### config.mk
export PLATFORM = sky130hd
export DESIGN_NAME = button_reader
export DESIGN_NICKNAME = d
export VERILOG_FILES = /design/src/rtl/button_reader.sv
export SDC_FILE = /design/constraint.sdc
export NUM_CORES = 1
export LEC_CHECK = 0
export CORE_AREA = 2 2 111 81
export DETAILED_ROUTE_END_ITERATION = 12
export DIE_AREA = 0 0 113 83
export PLACE_DENSITY = 0.51
export SLEW_MARGIN = 25
export SYNTH_ARGS = -nofsm -noshare
export SYNTH_HDL_FRONTEND = slang
export SYNTH_SLANG_ARGS = --single-unit
### constraint.sdc
create_clock -name clk -period 4.54 [get_ports clk]
set_input_delay 0.681 -clock clk [delete_from_list [all_inputs] [get_ports clk]]
set_output_delay 0.681 -clock clk [all_outputs]
set_load 0.01 [all_outputs]
### src/rtl/button_reader.sv
// Debounced active-low push-button reader: press/short/long pulses and a 0..2 colour-select mode.
// All outputs are registered; the raw pin only reaches logic through a 2-FF synchroniser.
module button_reader #(
    parameter int C_DEBOUNCE_COUNT = 120000,
    parameter int C_LONG_COUNT     = 12000000
) (
    input  logic       clk,
    input  logic       rst_n,
    input  logic       i_Button_n,
    output logic       o_Pressed,
    output logic       o_Press,
    output logic       o_Short,
    output logic       o_Long,
    output logic [1:0] o_Mode
);

    localparam int DW = $clog2(C_DEBOUNCE_COUNT + 1);
    localparam int HW = $clog2(C_LONG_COUNT + 1);
    localparam logic [DW-1:0] DLAST = DW'(C_DEBOUNCE_COUNT - 1);
    localparam logic [HW-1:0] HMAX  = HW'(C_LONG_COUNT);
    localparam logic [HW-1:0] HLAST = HW'(C_LONG_COUNT - 1);

    logic          sync1;
    logic          sync2;
    logic          s;
    logic [DW-1:0] dcnt;
    logic [HW-1:0] hcnt;
    logic          long_done;
    logic          flip;
    logic          rise;
    logic          fall;
    logic          db_next;
    logic          long_hit;

    // o_Pressed is the debounced state itself; edges are decoded from the pending flip
    // so that the pulses line up with the cycle the level changes.
    always_comb begin
        s        = ~sync2;
        flip     = (s != o_Pressed) && (dcnt == DLAST);
        rise     = flip && s;
        fall     = flip && !s;
        db_next  = flip ? s : o_Pressed;
        long_hit = db_next && (hcnt == HLAST);
    end

    always_ff @(posedge clk) begin
        if (!rst_n) begin
            sync1     <= 1'b1;
            sync2     <= 1'b1;
            dcnt      <= '0;
            hcnt      <= '0;
            long_done <= 1'b0;
            o_Pressed <= 1'b0;
            o_Press   <= 1'b0;
            o_Short   <= 1'b0;
            o_Long    <= 1'b0;
            o_Mode    <= 2'd0;
        end else begin
            sync1 <= i_Button_n;
            sync2 <= sync1;

            if ((s == o_Pressed) || flip)
                dcnt <= '0;
            else
                dcnt <= dcnt + 1'b1;

            o_Pressed <= db_next;
            o_Press   <= rise;
            o_Long    <= long_hit;
            o_Short   <= fall && !long_done;

            // The rising cycle counts as hold cycle 1, so hcnt tracks db_next.
            if (fall) begin
                hcnt      <= '0;
                long_done <= 1'b0;
            end else begin
                if (db_next && (hcnt != HMAX))
                    hcnt <= hcnt + 1'b1;
                if (long_hit)
                    long_done <= 1'b1;
            end

            if (long_hit)
                o_Mode <= 2'd0;
            else if (fall && !long_done)
                o_Mode <= (o_Mode == 2'd2) ? 2'd0 : o_Mode + 2'd1;
        end
    end

endmodule

==> results.toml <==
[outcome]
status = "finished, final reports clean"

[pwr]
switching_share_pct = 20.2
comb_power_share_pct = 1.3
p_per_area_nw_per_um2 = 320
p_clk_share_pct = 48.8
seqPwrFrac_pct = 49.9
leakage_nw = 0.798
p_int_w = 0.000704
ir_drop_v = 0.000211
power.switching_w = 0.000178

[logic_synthesis]
synth_seq_cells = 50
syn_area_per_cell_um2 = 8.43
synthDistinctLibCells = 41
synthArstFlopShare_pct = 0
yosysWarnings = 0
yosysSeqAreaShare_pct = 41.4
yosys.area.top_type_share_pct = 41.4
ys.flop_type = "dfxtp_1"
syn_area_um2 = 2420
synth_nets = 293
yosys-top-cells-area = "dfxtp_1 41%, a21oi_1 5.4%, or4_1 4.3%, nor2_1 3.7%, o31ai_1 3.4%"
synth_edf_count = 0
netlist_instances = 287
synth_top_area_cell = "dfxtp_1"

[cells_and_area]
multi_input_area_um2 = 1320
seq_area_um2 = 1000
mostFrequentLayoutCells = "50 x dfxtp_1, 26 x a21oi_1, 24 x nor2_1, 21 x nand2_1, 14 x or4_1"
syn_to_final_growth_pct = 13.8
nNetsFinal = 293
final_common_cell = "dfxtp_1"
diodes = 0
nFillCells = 878
drive_gt1_share_pct = 6.25

[critical_path]
cp.arrival_ps = 2920
cp-start-kind = "flop"
slowest_stage = "mux2i_4"
crit_path_end_kind = "flop"
slowest_delay_ps = 670
r2r_cells = 6
path_class = "reg2reg"
crit_required_ps = 4730
worstPathCellList = "or4b_4 > nor4_4 > mux2i_4 > buf_8 > nor4_1 > o21a_1"
crit_fanout = 25

[min_path]
whs_path_depth = 1
hold_class = "reg2reg"

[sta]
setup_viol = 0
grt_setup_unrepaired = "false"
clock.fmax_mhz = 366
max_slew_margin_pct = 52.1
clock_skew_ps = 7.96
period_share_pct = 60.1
finalHoldViolCount = 0
maxSlewViolCount = 0
min_period_ps = 2730
hold-worst-slack_ps = 407
setup_tns_ps = 0
worst_slew_pin_slew_ps = 719

[global_route]
top_usage_layer = "met1"
grt_max_degree = 26
met1_usage_pct = 18.2
overflow = 0
grt_pass1_vias = 1866
met3_usage_pct = 2.48
antenna_found_initial = 0
grtUsageTotal_pct = 11.7
met2_usage_pct = 15.9
grt_pass1_wl_um = 9250

[clock_tree]
cts_buffers = 5
hold_buffers = 0
cts_tree = "yes"
clkTransAtPathRegs_ps = 70
post_cts_buffers = 0
htreeDepth = 2
insertion_delay_ps = 290
root_buffer = "clkbuf_16"
cts.sinks = 50
cts_repair_resize_count = 0
clock_path_buffers = 2

[floorplanning]
initial_core_util_pct = 29.3
rows = 28
core-area_um2 = 8270
io_pins = 9
die-height_um = 83
dieArea_um2 = 9380
die_width_um = 113

[place]
place_congestion = 0.759
hpwlAfterDp_um = 3440
io_buffers = 8

[drt]
num_vias = 2009
drt-initial-drc-count = 96
drc_errors = 0
dr.pass1.iters = 4
routed_wl_um = 5020
drtAntennaViolNets = 0
via_per_inst = 5.11
wl_per_cell_um = 12.8

[job]
cap_violations = 0
## critical path: cells and delay by family, from the launching register on
kind | cells | cell delay [ps]
buf+inv | 1 | 250
flops | 1 | 340
compound gates | 1 | 190
mux | 1 | 670
simple gates | 3 | 1160
## power groups by stage
stage	clock (W)	sequential, W	combinational, W
floorplan	0	0.000450	0.00000684
global placement	0	0.000450	0.0000115
detailed placement	0	0.000450	0.0000114
CTS	0.000442	0.000440	0.0000114
global route	0.000459	0.000440	0.0000128
finish	0.000430	0.000440	0.0000111
## routing by layer
| metal | share of wire, % | up-vias | wire length (um) |
|---|---|---|---|
| li1 | - | 1059 | - |
| met1 | 58 | 931 | 2930 |
| met2 | 39 | 15 | 1960 |
| met3 | 1.9 | 4 | 94 |
| met4 | 0.90 | 0 | 45 |
| met5 | 0 | - | 0 |
## Yosys cell counts (all sizes together) (4+ instances only)
| library cell | n |
|---|---|
| or4 | 14 |
| nor2 | 24 |
| or3 | 13 |
| dfxtp | 50 |
| nand2 | 21 |
| o21ai | 13 |
| a21oi | 26 |
| nand2b | 4 |
| xor2 | 4 |
| and3 | 5 |
| nor3 | 5 |
| nand4 | 10 |
| o211ai | 4 |
| o31ai | 11 |
| xnor2 | 7 |
| clkbuf | 14 |
| nand3 | 13 |
| inv | 11 |
| nor4 | 5 |
## state kept, by name (all words and copies together), names as in the netlist
name and cells:
o_Long 1, o_Pressed 1, long_done 1, sync1 1
hcnt 24, o_Press 1, o_Mode 2, dcnt 17
o_Short 1, sync2 1
## final timing paths
kind,to,from,slack [ps]
max,hcnt[10],dcnt[13],1810
min,sync2,sync1,410
max reg2reg,hcnt[10],dcnt[13],1810
min reg2reg,sync2,sync1,410
## per-stage QoR
| stage | cells | instance area (um^2) | utilization, % | worst slack (ps) | power (W) |
|---|---|---|---|---|---|
| 2_1_floorplan | 287 | 2420 | - | 2150 | 0.000457 |
| 3_3_place_gp | 384 | 2570 | 31.1 | 1650 | 0.000462 |
| 3_5_place_dp | 385 | 2580 | 31.3 | 1810 | 0.000462 |
| 4_1_cts | 393 | 2750 | 33.3 | 1810 | 0.000893 |
| 5_1_grt | 393 | 2750 | 33.3 | 1530 | 0.000912 |
| 6_report | 393 | 2750 | 33.3 | 1810 | 0.000881 |
## cell families (layout without fill, tap and decap cells)
kind of cell             after synthesis  in the layout  synth area share [%]
XOR/XNOR                              11             11                  3.98
adder cells (fa/ha/maj)                3              3                  1.55
buffers and inverters                 27             28                  4.81
AND/OR/NAND/NOR                      131            131                  31.6
flip-flops                            50             50                  41.4
multiplexers                           3              3                  1.24
AO/OA/AOI/OAI                         62             62                  15.5
## area by class of cell
class / count / share of cell area [%]
clock inverters: 3 / 1.59
clock buffers: 5 / 4.55
inverters: 11 / 1.50
repair buffers: 9 / 3.45
multi-input cells: 210 / 47.8
flip-flops and latches: 50 / 36.4
well taps: 105 / 4.77
No activity file was read; power rests on OpenSTA's default activity.
==> patch, RTL diff (config.mk and constraints unchanged) <==
Put one more register stage on the output `o_Long`, with the module's reset. The value now appears one clock later. The other outputs are not delayed to match.
--- a/src/rtl/button_reader.sv
+++ b/src/rtl/button_reader.sv
@@ -19,6 +19,8 @@
     localparam logic [DW-1:0] DLAST = DW'(C_DEBOUNCE_COUNT - 1);
     localparam logic [HW-1:0] HMAX  = HW'(C_LONG_COUNT);
     localparam logic [HW-1:0] HLAST = HW'(C_LONG_COUNT - 1);
+
+    logic o_Long_s0;
 
     logic          sync1;
     logic          sync2;
@@ -53,7 +55,7 @@
             o_Pressed <= 1'b0;
             o_Press   <= 1'b0;
             o_Short   <= 1'b0;
-            o_Long    <= 1'b0;
+            o_Long_s0 <= 1'b0;
             o_Mode    <= 2'd0;
         end else begin
             sync1 <= i_Button_n;
@@ -66,7 +68,7 @@
 
             o_Pressed <= db_next;
             o_Press   <= rise;
-            o_Long    <= long_hit;
+            o_Long_s0 <= long_hit;
             o_Short   <= fall && !long_done;
 
             // The rising cycle counts as hold cycle 1, so hcnt tracks db_next.
@@ -87,5 +89,13 @@
         end
     end
 
+    always_ff @(posedge clk) begin
+        if (!rst_n) begin
+            o_Long <= '0;
+        end else begin
+            o_Long <= o_Long_s0;
+        end
+    end
+
 endmodule
 
Formal check against the unedited RTL: same outputs for any inputs over 10 cycles, from zero or initial values and one cycle with rst_n low; that may be too few to reach the edited logic, so the function may still have changed.
==> patch against the unedited design <==
- critical path depth stayed put
- wire length is 0.12% lower
- cell area is 1.2% higher
- clock power is 9.3% higher
- area after synthesis is 0.62% lower
- final cell count stayed put
- setup slack better by 0.10 ns
- total power is 5.5% higher
- via count is 1.9% higher
- fmax is 3.8% higher
- sequential cell count is 1 higher
- largest cell class unchanged
- largest power group is now the clock network
==> patch: results (changes against the unedited design) <==
| Metric | Value |
|---|---|
| Status | `finished, final reports clean (unchanged)` |
| Top layer in use | `met4 (unchanged)` |
| Leak Pwr | `0.855 nW (was 0.798 nW)` |
| Worst r2r src | `dcnt[13] (unchanged)` |
| RR Endpoint | `hcnt[19] (was hcnt[10])` |
| Htree depth | `2 (unchanged)` |
| Clock Tree Root | `clkbuf_16 (unchanged)` |
| Placed Cells | `384 (was 385)` |
| Vias after detailed routing | `2,047 (was 2,009)` |
| Most frequent cells after synthesis | `51 x dfxtp_1, 25 x a21oi_1, 25 x nor2_1 (was 50 x dfxtp_1, 26 x a21oi_1, 24 x nor2_1)` |
| GP Congestion | `0.778 (was 0.759)` |
| # resized after CTS | `0 (unchanged)` |
| Initial DRC count | `150 (was 96)` |
| Wl on met1 | `2810 um (was 2930 um)` |
| CTS Hold Buffers Added | `0 (unchanged)` |
| Worst R2R Path Depth | `6 (unchanged)` |
| CTS Buf Count | `5 (unchanged)` |
| Post-synthesis cell type count | `35 (was 41)` |
| Slew HR | `0.459 (was 0.521)` |
| Hpwl dp | `3420 um (was 3440 um)` |
| Vias in the first global route | `1,824 (was 1,866)` |
| Post-Route WL | `5020 um (about the same)` |
| Largest net degree at the start of global routing | `46 (was 26)` |
| FFs w/ async S/R, synth | `0 (unchanged)` |
| Drt first pass iters | `6 (was 4)` |
| Area contributors post-synth | `dfxtp_1 42%, or4_1 6.2%, a21oi_1 5.2% (was dfxtp_1 41%, a21oi_1 5.4%, or4_1 4.3%)` |
| Cells after synthesis | `283 (was 287)` |
| Dpl ws | `1.69 ns (was 1.81 ns)` |
| Fin nets | `293 (unchanged)` |
| Worst-path maximum fanout | `25 (unchanged)` |
| Clock-pin slew on the worst setup and hold paths | `0.07 ns (about the same)` |
| Worst skew pair latency | `0.28 ns` |
| VDD IR max | `124 uV (was 211 uV)` |
| Hold path depth | `1 (unchanged)` |
| Layout cells sized above 1 | `0.0486 (was 0.0625)` |
| Setup Fix Bufs, Post-CTS | `0 (unchanged)` |
| Via density | `5.21 (was 5.11)` |
| Hold Path Sink | `o_Long (was sync2)` |
| Clock Tree Buf Depth | `2 (unchanged)` |
| WP data arrival | `2.76 ns (was 2.92 ns)` |
| Filler cells | `871 (was 878)` |
| Syn. warnings | `0 (unchanged)` |
| Clk_skew | `0.00677 ns (was 0.00796 ns)` |
| Antenna violations before repair | `0 (unchanged)` |
| First-pass GRT wire length | `8890 um (was 9250 um)` |
| Antenna-violating nets left | `0 (unchanged)` |
| Hold Path Class | `reg -> reg (unchanged)` |
| Met2 wire length | `1990 um (was 1960 um)` |
| PortBufs | `8 (unchanged)` |
| Total GRT Usage | `0.113 (was 0.117)` |
| N_diodes | `0 (unchanged)` |
| HP Start | `o_Long_s0 (was sync1)` |
| WL met3 | `183 um (was 94 um)` |
| R2r setup slk | `1.91 ns (was 1.81 ns)` |
| Biggest regs | `hcnt x24, dcnt x17, o_Mode x2 (unchanged)` |
| Sequential area share after synthesis | `0.425 (was 0.414)` |
[patch: cell types whose count changed after synthesis, sizes merged, moves of 2 or more]
cell,delta
mux2,+2
clkbuf,-2
and3,+4
buf,-2
or4,+6
o21a,-2
o21ai,-3
nand3,+6
or3,-2
nand2,-4
a211oi,-2
[patch: cells by family (layout without fill, tap and decap cells)]
logic type | after synthesis | after routing | share of synthesized area
xor gates and xnor gates | 11 | 11 | 0.0401
adders and majority gates | 3 | 3 | 0.0156
DFF | 51 | 51 | 0.425
AOI/OAI and AO/OA | 55 | 55 | 0.136
and+or+nand+nor | 137 | 137 | 0.331
buffers and inverters | 22 | 27 | 0.0349
muxes | 4 | 4 | 0.0177
[patch: critical path, cell delays in order (launching register included)]
cell	delay (ns)
dfxtp_1	0.35
or4b_4	0.56
nor4_4	0.49
mux2i_4	0.63
buf_8	0.25
or4b_1	0.13
a21oi_1	0.06
[patch: worst max-delay path by stage]
stage,from,end,slack [ns],depth (start not counted)
floorplan,dcnt[13],hcnt[12],1.99,7
global placement,dcnt[13],hcnt[1],1.74,5
detailed placement,dcnt[0],hcnt[1],1.69,6
CTS,dcnt[13],hcnt[1],1.67,5
global route,dcnt[0],hcnt[19],1.70,7
finish,dcnt[13],hcnt[19],1.91,6
[patch: final cells by class]
| type | count | area [um^2] | area share |
|---|---|---|---|
| multi-input combinational | 210 | 1310 | 0.471 |
| sequential | 51 | 1020 | 0.366 |
| tap | 105 | 131 | 0.0471 |
| clock buffer | 6 | 129 | 0.0463 |
| timing repair buffer | 9 | 95.1 | 0.0341 |
| clock inverter | 2 | 60.1 | 0.0216 |
| inverter | 10 | 37.5 | 0.0135 |
[patch: stage by stage]
step / hold slack (ns) / instance area, um^2 / power (mW)
2_1_floorplan: 0.386 / 2400 / 0.465
3_3_place_gp: 0.420 / 2580 / 0.470
3_5_place_dp: 0.422 / 2580 / 0.471
4_1_cts: 0.439 / 2770 / 0.945
5_1_grt: 0.471 / 2790 / 0.963
6_report: 0.436 / 2790 / 0.930
[patch: power by group]
part / internal (mW) / switching [mW]
Clock: 0.316 / 0.154
Combinational: 0.00301 / 0.00786
Sequential: 0.448 / 0.000761
[patch: routing by layer]
metal	vias to the layer above	global-route usage
li1	1065	-
met1	949	0.177
met2	31	0.151
met3	2	0.0292
met4	0	0.0266
met5	-	0
